[src/rtl/transfer_sequencer_pkg.sv]
// Shared types and constants for the SDRAM-to-SRAM frame transfer sequencer.
package transfer_sequencer_pkg;

   localparam int ADDR_W = 26;
   localparam int DIM_W  = 13;

   localparam logic [2:0] MODE_ROWMAJOR  = 3'd0;
   localparam logic [2:0] MODE_TRANSPOSE = 3'd1;

   typedef enum logic [2:0] {
      ST_IDLE,
      ST_READ,
      ST_WRITE,
      ST_ADVANCE,
      ST_DONE
   } state_t;

   function automatic logic start_ok(input logic [DIM_W-1:0] w,
                                     input logic [DIM_W-1:0] h,
                                     input logic [2:0]       m);
      return (w != '0) && (h != '0) && ((m == MODE_ROWMAJOR) || (m == MODE_TRANSPOSE));
   endfunction

endpackage

[src/rtl/transfer_sequencer_pixel_counter.sv]
// Row/column position within the frame; steps column-first and wraps into the next row.
module pixel_counter
   import transfer_sequencer_pkg::*;
(
   input  logic             clk,
   input  logic             n_rst,
   input  logic             clear,
   input  logic             step,
   input  logic [DIM_W-1:0] width,
   input  logic [DIM_W-1:0] height,
   output logic [DIM_W-1:0] row,
   output logic [DIM_W-1:0] col,
   output logic             last_col,
   output logic             last_pixel
);

   logic [DIM_W-1:0] row_q, row_d;
   logic [DIM_W-1:0] col_q, col_d;

   assign last_col   = (col_q == width - DIM_W'(1));
   assign last_pixel = last_col && (row_q == height - DIM_W'(1));
   assign row        = row_q;
   assign col        = col_q;

   always_comb begin
      row_d = row_q;
      col_d = col_q;
      if (clear) begin
         row_d = '0;
         col_d = '0;
      end else if (step) begin
         if (last_col) begin
            col_d = '0;
            row_d = row_q + DIM_W'(1);
         end else begin
            col_d = col_q + DIM_W'(1);
         end
      end
   end

   always_ff @(posedge clk or negedge n_rst) begin
      if (!n_rst) begin
         row_q <= '0;
         col_q <= '0;
      end else begin
         row_q <= row_d;
         col_q <= col_d;
      end
   end

endmodule

[src/rtl/transfer_sequencer.sv]
// Frame transfer sequencer: reads each pixel from SDRAM (row-major) and writes it
// to SRAM, either as a straight copy or transposed.
//
// state      | meaning
// IDLE       | waiting for a start; rejected starts pulse error
// READ       | SDRAM read request held until sdram_ack
// WRITE      | SRAM write request held until sram_ack
// ADVANCE    | step position and both addresses
// DONE       | one-cycle done pulse
module transfer_sequencer
   import transfer_sequencer_pkg::*;
(
   input  logic              clk,
   input  logic              n_rst,
   input  logic              start,
   input  logic [12:0]       width,
   input  logic [12:0]       height,
   input  logic [25:0]       start_address_sdram,
   input  logic [2:0]        mode,
   input  logic              sdram_ack,
   input  logic              sram_ack,
   output logic [25:0]       sdram_address,
   output logic [25:0]       sram_address,
   output logic              sdram_read,
   output logic              sram_write,
   output logic              busy,
   output logic              done,
   output logic              error
);

   state_t state_q, state_d;

   logic [DIM_W-1:0]  width_q, width_d;
   logic [DIM_W-1:0]  height_q, height_d;
   logic [2:0]        mode_q, mode_d;
   logic [ADDR_W-1:0] sdram_addr_q, sdram_addr_d;
   logic [ADDR_W-1:0] sram_addr_q, sram_addr_d;
   logic              error_q, error_d;

   logic              start_accept;
   logic [DIM_W-1:0]  row;
   logic [DIM_W-1:0]  col_unused;
   logic              last_col;
   logic              last_pixel;

   assign start_accept = (state_q == ST_IDLE) && start && start_ok(width, height, mode);

   pixel_counter u_pixel_counter (
      .clk        (clk),
      .n_rst      (n_rst),
      .clear      (start_accept),
      .step       (state_q == ST_ADVANCE),
      .width      (width_q),
      .height     (height_q),
      .row        (row),
      .col        (col_unused),
      .last_col   (last_col),
      .last_pixel (last_pixel)
   );

   always_ff @(posedge clk or negedge n_rst) begin
      if (!n_rst) state_q <= ST_IDLE;
      else        state_q <= state_d;
   end

   always_comb begin
      state_d = state_q;
      case (state_q)
         ST_IDLE:    if (start_accept) state_d = ST_READ;
         ST_READ:    if (sdram_ack)    state_d = ST_WRITE;
         ST_WRITE:   if (sram_ack)     state_d = ST_ADVANCE;
         ST_ADVANCE: state_d = last_pixel ? ST_DONE : ST_READ;
         ST_DONE:    state_d = ST_IDLE;
         default:    state_d = ST_IDLE;
      endcase
   end

   always_comb begin
      sdram_read = 1'b0;
      sram_write = 1'b0;
      busy       = 1'b0;
      done       = 1'b0;
      case (state_q)
         ST_READ: begin
            sdram_read = 1'b1;
            busy       = 1'b1;
         end
         ST_WRITE: begin
            sram_write = 1'b1;
            busy       = 1'b1;
         end
         ST_ADVANCE: busy = 1'b1;
         ST_DONE:    done = 1'b1;
         default: ;
      endcase
   end

   assign sdram_address = sdram_addr_q;
   assign sram_address  = sram_addr_q;
   assign error         = error_q;

   // Transposed column steps add height; at a row wrap the next address is simply row+1.
   always_comb begin
      width_d      = width_q;
      height_d     = height_q;
      mode_d       = mode_q;
      sdram_addr_d = sdram_addr_q;
      sram_addr_d  = sram_addr_q;
      error_d      = 1'b0;
      if ((state_q == ST_IDLE) && start) begin
         if (start_accept) begin
            width_d      = width;
            height_d     = height;
            mode_d       = mode;
            sdram_addr_d = start_address_sdram;
            sram_addr_d  = '0;
         end else begin
            error_d = 1'b1;
         end
      end else if (state_q == ST_ADVANCE) begin
         sdram_addr_d = sdram_addr_q + ADDR_W'(1);
         if (mode_q == MODE_TRANSPOSE) begin
            sram_addr_d = last_col ? ADDR_W'(row) + ADDR_W'(1)
                                   : sram_addr_q + ADDR_W'(height_q);
         end else begin
            sram_addr_d = sram_addr_q + ADDR_W'(1);
         end
      end
   end

   always_ff @(posedge clk or negedge n_rst) begin
      if (!n_rst) begin
         width_q      <= '0;
         height_q     <= '0;
         mode_q       <= '0;
         sdram_addr_q <= '0;
         sram_addr_q  <= '0;
         error_q      <= 1'b0;
      end else begin
         width_q      <= width_d;
         height_q     <= height_d;
         mode_q       <= mode_d;
         sdram_addr_q <= sdram_addr_d;
         sram_addr_q  <= sram_addr_d;
         error_q      <= error_d;
      end
   end

endmodule

[config.mk]
export PLATFORM = sky130hd
export DESIGN_NAME = transfer_sequencer
export DESIGN_NICKNAME = d
export VERILOG_FILES = /design/src/rtl/transfer_sequencer_pkg.sv /design/src/rtl/transfer_sequencer_pixel_counter.sv /design/src/rtl/transfer_sequencer.sv
export SDC_FILE = /design/constraint.sdc
export NUM_CORES = 1
export LEC_CHECK = 0
export ABC_CLOCK_PERIOD_IN_PS = 4000
export CORE_ASPECT_RATIO = 0.9
export CORE_MARGIN = 5
export CORE_UTILIZATION = 55
export CTS_CLUSTER_SIZE = 28
export DETAILED_ROUTE_END_ITERATION = 12
export PLACE_DENSITY = 0.82
export SYNTH_ARGS = -nofsm -noshare
export SYNTH_HDL_FRONTEND = slang
export SYNTH_SLANG_ARGS = --single-unit
export TNS_END_PERCENT = 30
[constraint.sdc]
create_clock -name clk -period 4 [get_ports clk]
set_input_delay 0.8 -clock clk [delete_from_list [all_inputs] [get_ports clk]]
set_output_delay 0.8 -clock clk [all_outputs]
set_load 0.02 [all_outputs]
# Yosys cells after proc, flatten, opt, wreduce, memory -nomap -nowiden
# Cells that the tools add are included.
op_classes:
  add_sub_neg: 8
  n_mul: 0
  div: 0
  n_lt_le_gt_ge: 0
  eq_ne: 12
  shifts: 0
  muxes: 25
  n_bitwise: 0
  reduce_logical: 18
ops:
  columns: ["cell", "n"]
  rows:
  - ["two-way mux 26 bit", 8]
  - ["two-way mux 13 bit", 6]
  - ["adder 26 x 1 -> 26 bit, second input constant", 2]
  - ["adder 13 x 1 -> 13 bit, second input constant", 2]
  - ["adder 26 x 13 -> 26 bit", 1]
  - ["equality test 13 bit", 2]
  - ["nonzero test 13 bit", 2]
  - ["subtractor 13 x 1 -> 13 bit, second input constant", 2]
  - ["adder 13 x 1 -> 14 bit, second input constant", 1]
  - ["two-way mux 3 bit", 4]
  - ["one-hot mux 3 bit (4 select lines)", 1]
  - ["equality test 3 x 1 -> 1 bit, second input constant", 3]
  - ["!= test 2 bit, second input constant", 4]
  - ["equality test 3 x 2 -> 1 bit, second input constant", 2]
  - ["logical NOT 3 bit", 2]
  - ["two-way mux 1 bit", 6]
  - ["AND reduction 2 bit", 3]
  - ["nonzero test 2 bit", 3]
  - ["logical AND 1 bit", 5]
  - ["equality test 3 bit, second input constant", 1]
  - ["AND reduction 3 bit", 1]
  - ["OR reduction 3 bit", 1]
  - ["logical OR 1 bit", 1]
totals:
  ff_bits: 111
  latch_bits: 0
  ramBits: 0
  mem_bits_ro: 0
  in_bits: 60
  out_inout_bits: 57
  n_memories: 0

# Depth between registers and ports, before layout
logic_depth:
  depth_word: 6
  mapped_depth: 13
  mapped_depth_nobuf: 11

# Cells and area by module
# A second synthesis with hierarchy kept.
unflattened:
  hier_cells: 990
  hier_area_um2: 7930.1
by_module_without_submodules:
  columns: ["mod", "n_inst", "cells_each", "area_each_um2"]
  rows:
  - ["transfer_sequencer", 1, 720, 5735.5]
  - ["pixel_counter", 1, 270, 2194.6]

# Worst setup path after synthesis
# OpenSTA, ideal clock, no wires.
synth_timing:
  path_type: "register to register"
  from: "register width_q[0]"
  to: "register u_pixel_counter.row_q[2] (netlist: u_pixel_counter.row[2])"
  setup_time_ns: 0.124
  arrival_time_ns: 2.783
  required_ns: 3.876
  setup_slack_ns: 1.093
  stages_incl_launch_ff: 13
  cell_sequence: "dfrtp_1 -> inv_1 -> ha_1 -> or3b_4 -> nor3_2 -> xnor2_1 -> nor4_4 -> nand4_4 -> or2_1 -> buf_2 -> and2_1 -> buf_6 -> a211o_1"
synth_between:
  elab_chain_cells: 4
synth_lines:
  columns: ["item", "line_no", "text"]
  rows:
  - ["start, declared", "transfer_sequencer.sv:33", "logic [DIM_W-1:0] width_q, width_d;"]
  - ["start signal, assigned", "transfer_sequencer.sv:140", "width_q <= width_d;"]
  - ["subtractor 13 x 1 -> 13 bit", "transfer_sequencer_pixel_counter.sv:20", "assign last_col = (col_q == width - DIM_W'(1));"]
  - ["equality test 13 bit", "transfer_sequencer_pixel_counter.sv:20", null]
  - ["nonzero test 2 bit (no source line)", null, null]
  - ["AND reduction 2 bit (no source line)", null, null]
  - ["end signal, assigned", "transfer_sequencer_pixel_counter.sv:46", "row_q <= row_d;"]
  - ["end, declared", "transfer_sequencer_pixel_counter.sv:17", "logic [DIM_W-1:0] row_q, row_d;"]
# No other way between the ends.
# A chain may end at the register's enable or synchronous reset.

# Worst setup path after layout
layout_timing:
  from: "register height_q[0]"
  to: "register sram_addr_q[18] (netlist: sram_address[18])"
layout_between:
  elab_chain_cells: 5
layout_lines:
  columns: ["item", "line_no", "text"]
  rows:
  - ["start, declared", "transfer_sequencer.sv:34", "logic [DIM_W-1:0] height_q, height_d;"]
  - ["start signal, assigned", "transfer_sequencer.sv:141", "height_q <= height_d;"]
  - ["adder 26 x 13 -> 26 bit", "transfer_sequencer.sv:124", ": sram_addr_q + ADDR_W'(height_q);"]
  - ["two-way mux 26 bit", "transfer_sequencer.sv:123", "sram_addr_d = last_col ? ADDR_W'(row) + ADDR_W'(1)"]
  - ["two-way mux 26 bit", "transfer_sequencer.sv:122", "if (mode_q == MODE_TRANSPOSE) begin"]
  - ["two-way mux 26 bit", "transfer_sequencer.sv:120", "end else if (state_q == ST_ADVANCE) begin"]
  - ["two-way mux 26 bit", "transfer_sequencer.sv:110", "if ((state_q == ST_IDLE) && start) begin"]
  - ["end signal, assigned", "transfer_sequencer.sv:144", "sram_addr_q <= sram_addr_d;"]
  - ["end, declared", "transfer_sequencer.sv:37", "logic [ADDR_W-1:0] sram_addr_q, sram_addr_d;"]
# No other way between the ends. The select of a mux whose other input is x is not followed.

==> flow_metrics.env <==
export IMPL_core_um2=13500
export IMPL_ios=117
export IMPL_slew_limit_headroom_pct=40.5
export IMPL_worst_slew_pin_slew_ns=0.870
export IMPL_slew_viol_final=0
export IMPL_start_util_pct=56.7
export IMPL_cts_max_path_buffers=2
export IMPL_dr_pass1_iters=5
export IMPL_outcome="completed"
export IMPL_grt_max_degree=65
export IMPL_p_seq_share_pct=34.6
export IMPL_routed_wl_um=21100
export IMPL_power_density_nw_per_um2=687
export IMPL_reg2reg_from="height_q[0]$_DFFE_PN0P_"
export IMPL_setup_violations=0
export IMPL_h_tree_depth=3
export IMPL_clk_latency_ns=0.36
export IMPL_r2r_end="sram_address[18]$_DFFE_PN0P_"
export IMPL_worstSetupPathType="flop to flop"
export IMPL_r2r_slack_ns=0.83
export IMPL_root_buffer="clkbuf_16"
export IMPL_grt_first_pass_wirelength_um=33900
export IMPL_drc=0
export IMPL_cts_buffers=9
export IMPL_cts_tree="done"
export IMPL_die_area_um2=16300
export IMPL_hold_buffers=0
export IMPL_nets=1064
export IMPL_grt_pass1_vias=6643
export IMPL_cts_resized=0
export IMPL_p_clk_share_pct=14.1
export IMPL_antenna_found_initial=0
export IMPL_path_max_fanout=6
export IMPL_postCtsSetupRepairBufs=0
export IMPL_fin_skew_ns=0.00884
export IMPL_synth_edf_count=0
export IMPL_yosysWarnings=0
export IMPL_hold_ws_ns=0.473
export IMPL_gr_total_overflow=0
export IMPL_die_w_um=134
export IMPL_clk_pin_slew_ns=0.07
export IMPL_routed_via_density=6.24
export IMPL_avgSynthCellArea_um2=8.46
export IMPL_cp_required_ns=4.21
export IMPL_seq_area_frac_synth_pct=36.4
export IMPL_clkSinkCount=111
export IMPL_peakVddDrop_v=0.000444
export IMPL_area_delta_synth_final_pct=20.1
export IMPL_r2r_cells=11
export IMPL_cellInternalPower_mw=3.49
export IMPL_hpwl_um=15300
export IMPL_n_antenna_cell=0
export IMPL_drive_gt1_share_pct=6.78
export IMPL_synth_fp_nets=982
export IMPL_grt_setup_unrepaired="no"
export IMPL_cp_arrival_ns=3.38
export IMPL_final_cell_area_um2=9160
export IMPL_netSwitchingPower_mw=2.80
export IMPL_placed_area_um2=8880
export IMPL_startpoint_type="flop"
export IMPL_netlist_instances=902
export IMPL_clock_fmax_mhz=315
export IMPL_place_congestion=0.906
export IMPL_netlist_area_um2=7630
export IMPL_finalHoldViolCount=0
export IMPL_period_share_pct=79.3
export IMPL_dp_cells=1141
export IMPL_hold_class="input port to asynchronous set/reset pin"
export IMPL_synthFlopType="dfrtp_1"
export IMPL_p_comb_share_pct=51.4
export IMPL_ys_seq_elements=111
export IMPL_synthArstFlopShare_pct=100
export IMPL_crit_path_end_kind="flop"
export IMPL_finalSetupTns_ns=0
export IMPL_die_height_um=122
export IMPL_timing_final_crit_period_ns=3.17
export IMPL_drt_iter0_drc=689
export IMPL_grtUsageTotal_pct=25.5
export IMPL_instances_no_fill=1156
export IMPL_num_vias=7217
export IMPL_io_buffers=116
export IMPL_leakagePower_nw=3.76
export IMPL_switching_share_pct=44.5
export IMPL_drv_cap=0
export IMPL_rows=40
export IMPL_routedWlPerCell_um=18.2
export IMPL_synth_cell_types=68
export IMPL_ant_nets=0
[cell type report]
class                   count  area (µm²)
multi-input cells         718        4570
fillers                  1081        4310
flip-flops and latches    111        2780
repair buffers            128        1260
clock buffers              11         233
well taps                 168         210
inverters                  16        60.1
clock inverters             4        47.5
[worst max-delay path: stages, from the launching register on]
cell	delay (ns)
dfrtp_1	0.48
ha_1	0.24
inv_1	0.06
fa_1	0.40
nor2b_1	0.15
o31ai_1	0.12
a211oi_1	0.43
a221o_1	0.30
a41o_1	0.37
nand3_1	0.15
xor2_1	0.17
o221ai_1	0.15
[stage by stage]
step / utilization, % / worst slack [ns] / power (mW)
detailed placement: 65.9 / 0.759 / 5.38
global route: 68.0 / 0.581 / 6.76
floorplan: - / 1.09 / 4.25
global placement: 65.9 / 0.832 / 5.30
finish: 68.0 / 0.828 / 6.29
CTS: 68.0 / 0.878 / 6.28
[flip-flops by register name (all words and copies together) (netlist names)]
| signal | flops |
|---|---|
| sdram_address | 26 |
| sram_address | 26 |
| height_q | 13 |
| u_pixel_counter.col | 13 |
| u_pixel_counter.row | 13 |
| width_q | 13 |
| mode_q | 3 |
| state_q | 3 |
| error | 1 |
[worst max-delay path by stage]
stage	from	end	slack [ns]
6_report	height_q[0]$_DFFE_PN0P_	sram_address[18]$_DFFE_PN0P_	0.83
5_1_grt	height_q[0]$_DFFE_PN0P_	sram_address[18]$_DFFE_PN0P_	0.58
4_1_cts	height_q[0]$_DFFE_PN0P_	sram_address[18]$_DFFE_PN0P_	0.88
3_5_place_dp	height[1]	u_pixel_counter.row[0]$_DFFE_PN0P_	0.76
3_3_place_gp	height[1]	u_pixel_counter.row[0]$_DFFE_PN0P_	0.83
2_1_floorplan	width_q[0]$_DFFE_PN0P_	u_pixel_counter.row[2]$_DFFE_PN0P_	1.09
[synth_stat cells (23+ instances only)]
library cell    n  area, µm²
dfrtp_1       111       2780
a21oi_1        73        365
nand3_1        41        205
clkbuf_1       50        188
nand2_1        80        300
o21ai_0        71        355
nor3_1         23        115
and3_1         25        156
xnor2_1        41        359
mux2_2         29        327
nor2_1         84        315
xor2_1         35        307
[layer usage]
layer	track usage (%)	up-vias	part of all wire, %	wire length (µm)
li1	-	3452	-	-
met1	35.6	3475	44	9230
met2	40.0	257	47	9950
met3	5.57	33	7.0	1490
met4	7.89	0	1.9	404
met5	0	-	0	0
[cells by family after synthesis]
logic type                 share of synthesized area (%)
adders and majority gates                           3.38
muxes                                               5.07
DFF                                                 36.4
xor gates and xnor gates                            8.73
and+or+nand+nor                                     23.6
AOI/OAI and AO/OA                                   19.1
buffers and inverters                               3.77
[power groups by stage]
stage,sequential (mW),combinational (mW),clock [mW]
after detailed placement,2.17,3.21,0
after floorplan,2.16,2.09,0
final,2.18,3.23,0.886
after global routing,2.24,3.57,0.939
after CTS,2.16,3.23,0.898
after global placement,2.16,3.14,0
[cells in the final DEF (no fill, tap or decap), types with 23 or more instances in the layout]
master	instances
xnor2_1	41
o21ai_0	71
mux2_2	29
nand3_1	41
xor2_1	35
nor2_1	84
nand2_1	80
nor3_1	23
and3_1	25
clkdlybuf4s50_1	115
dfrtp_1	111
a21oi_1	73
No activity file was read; power rests on OpenSTA's default activity.
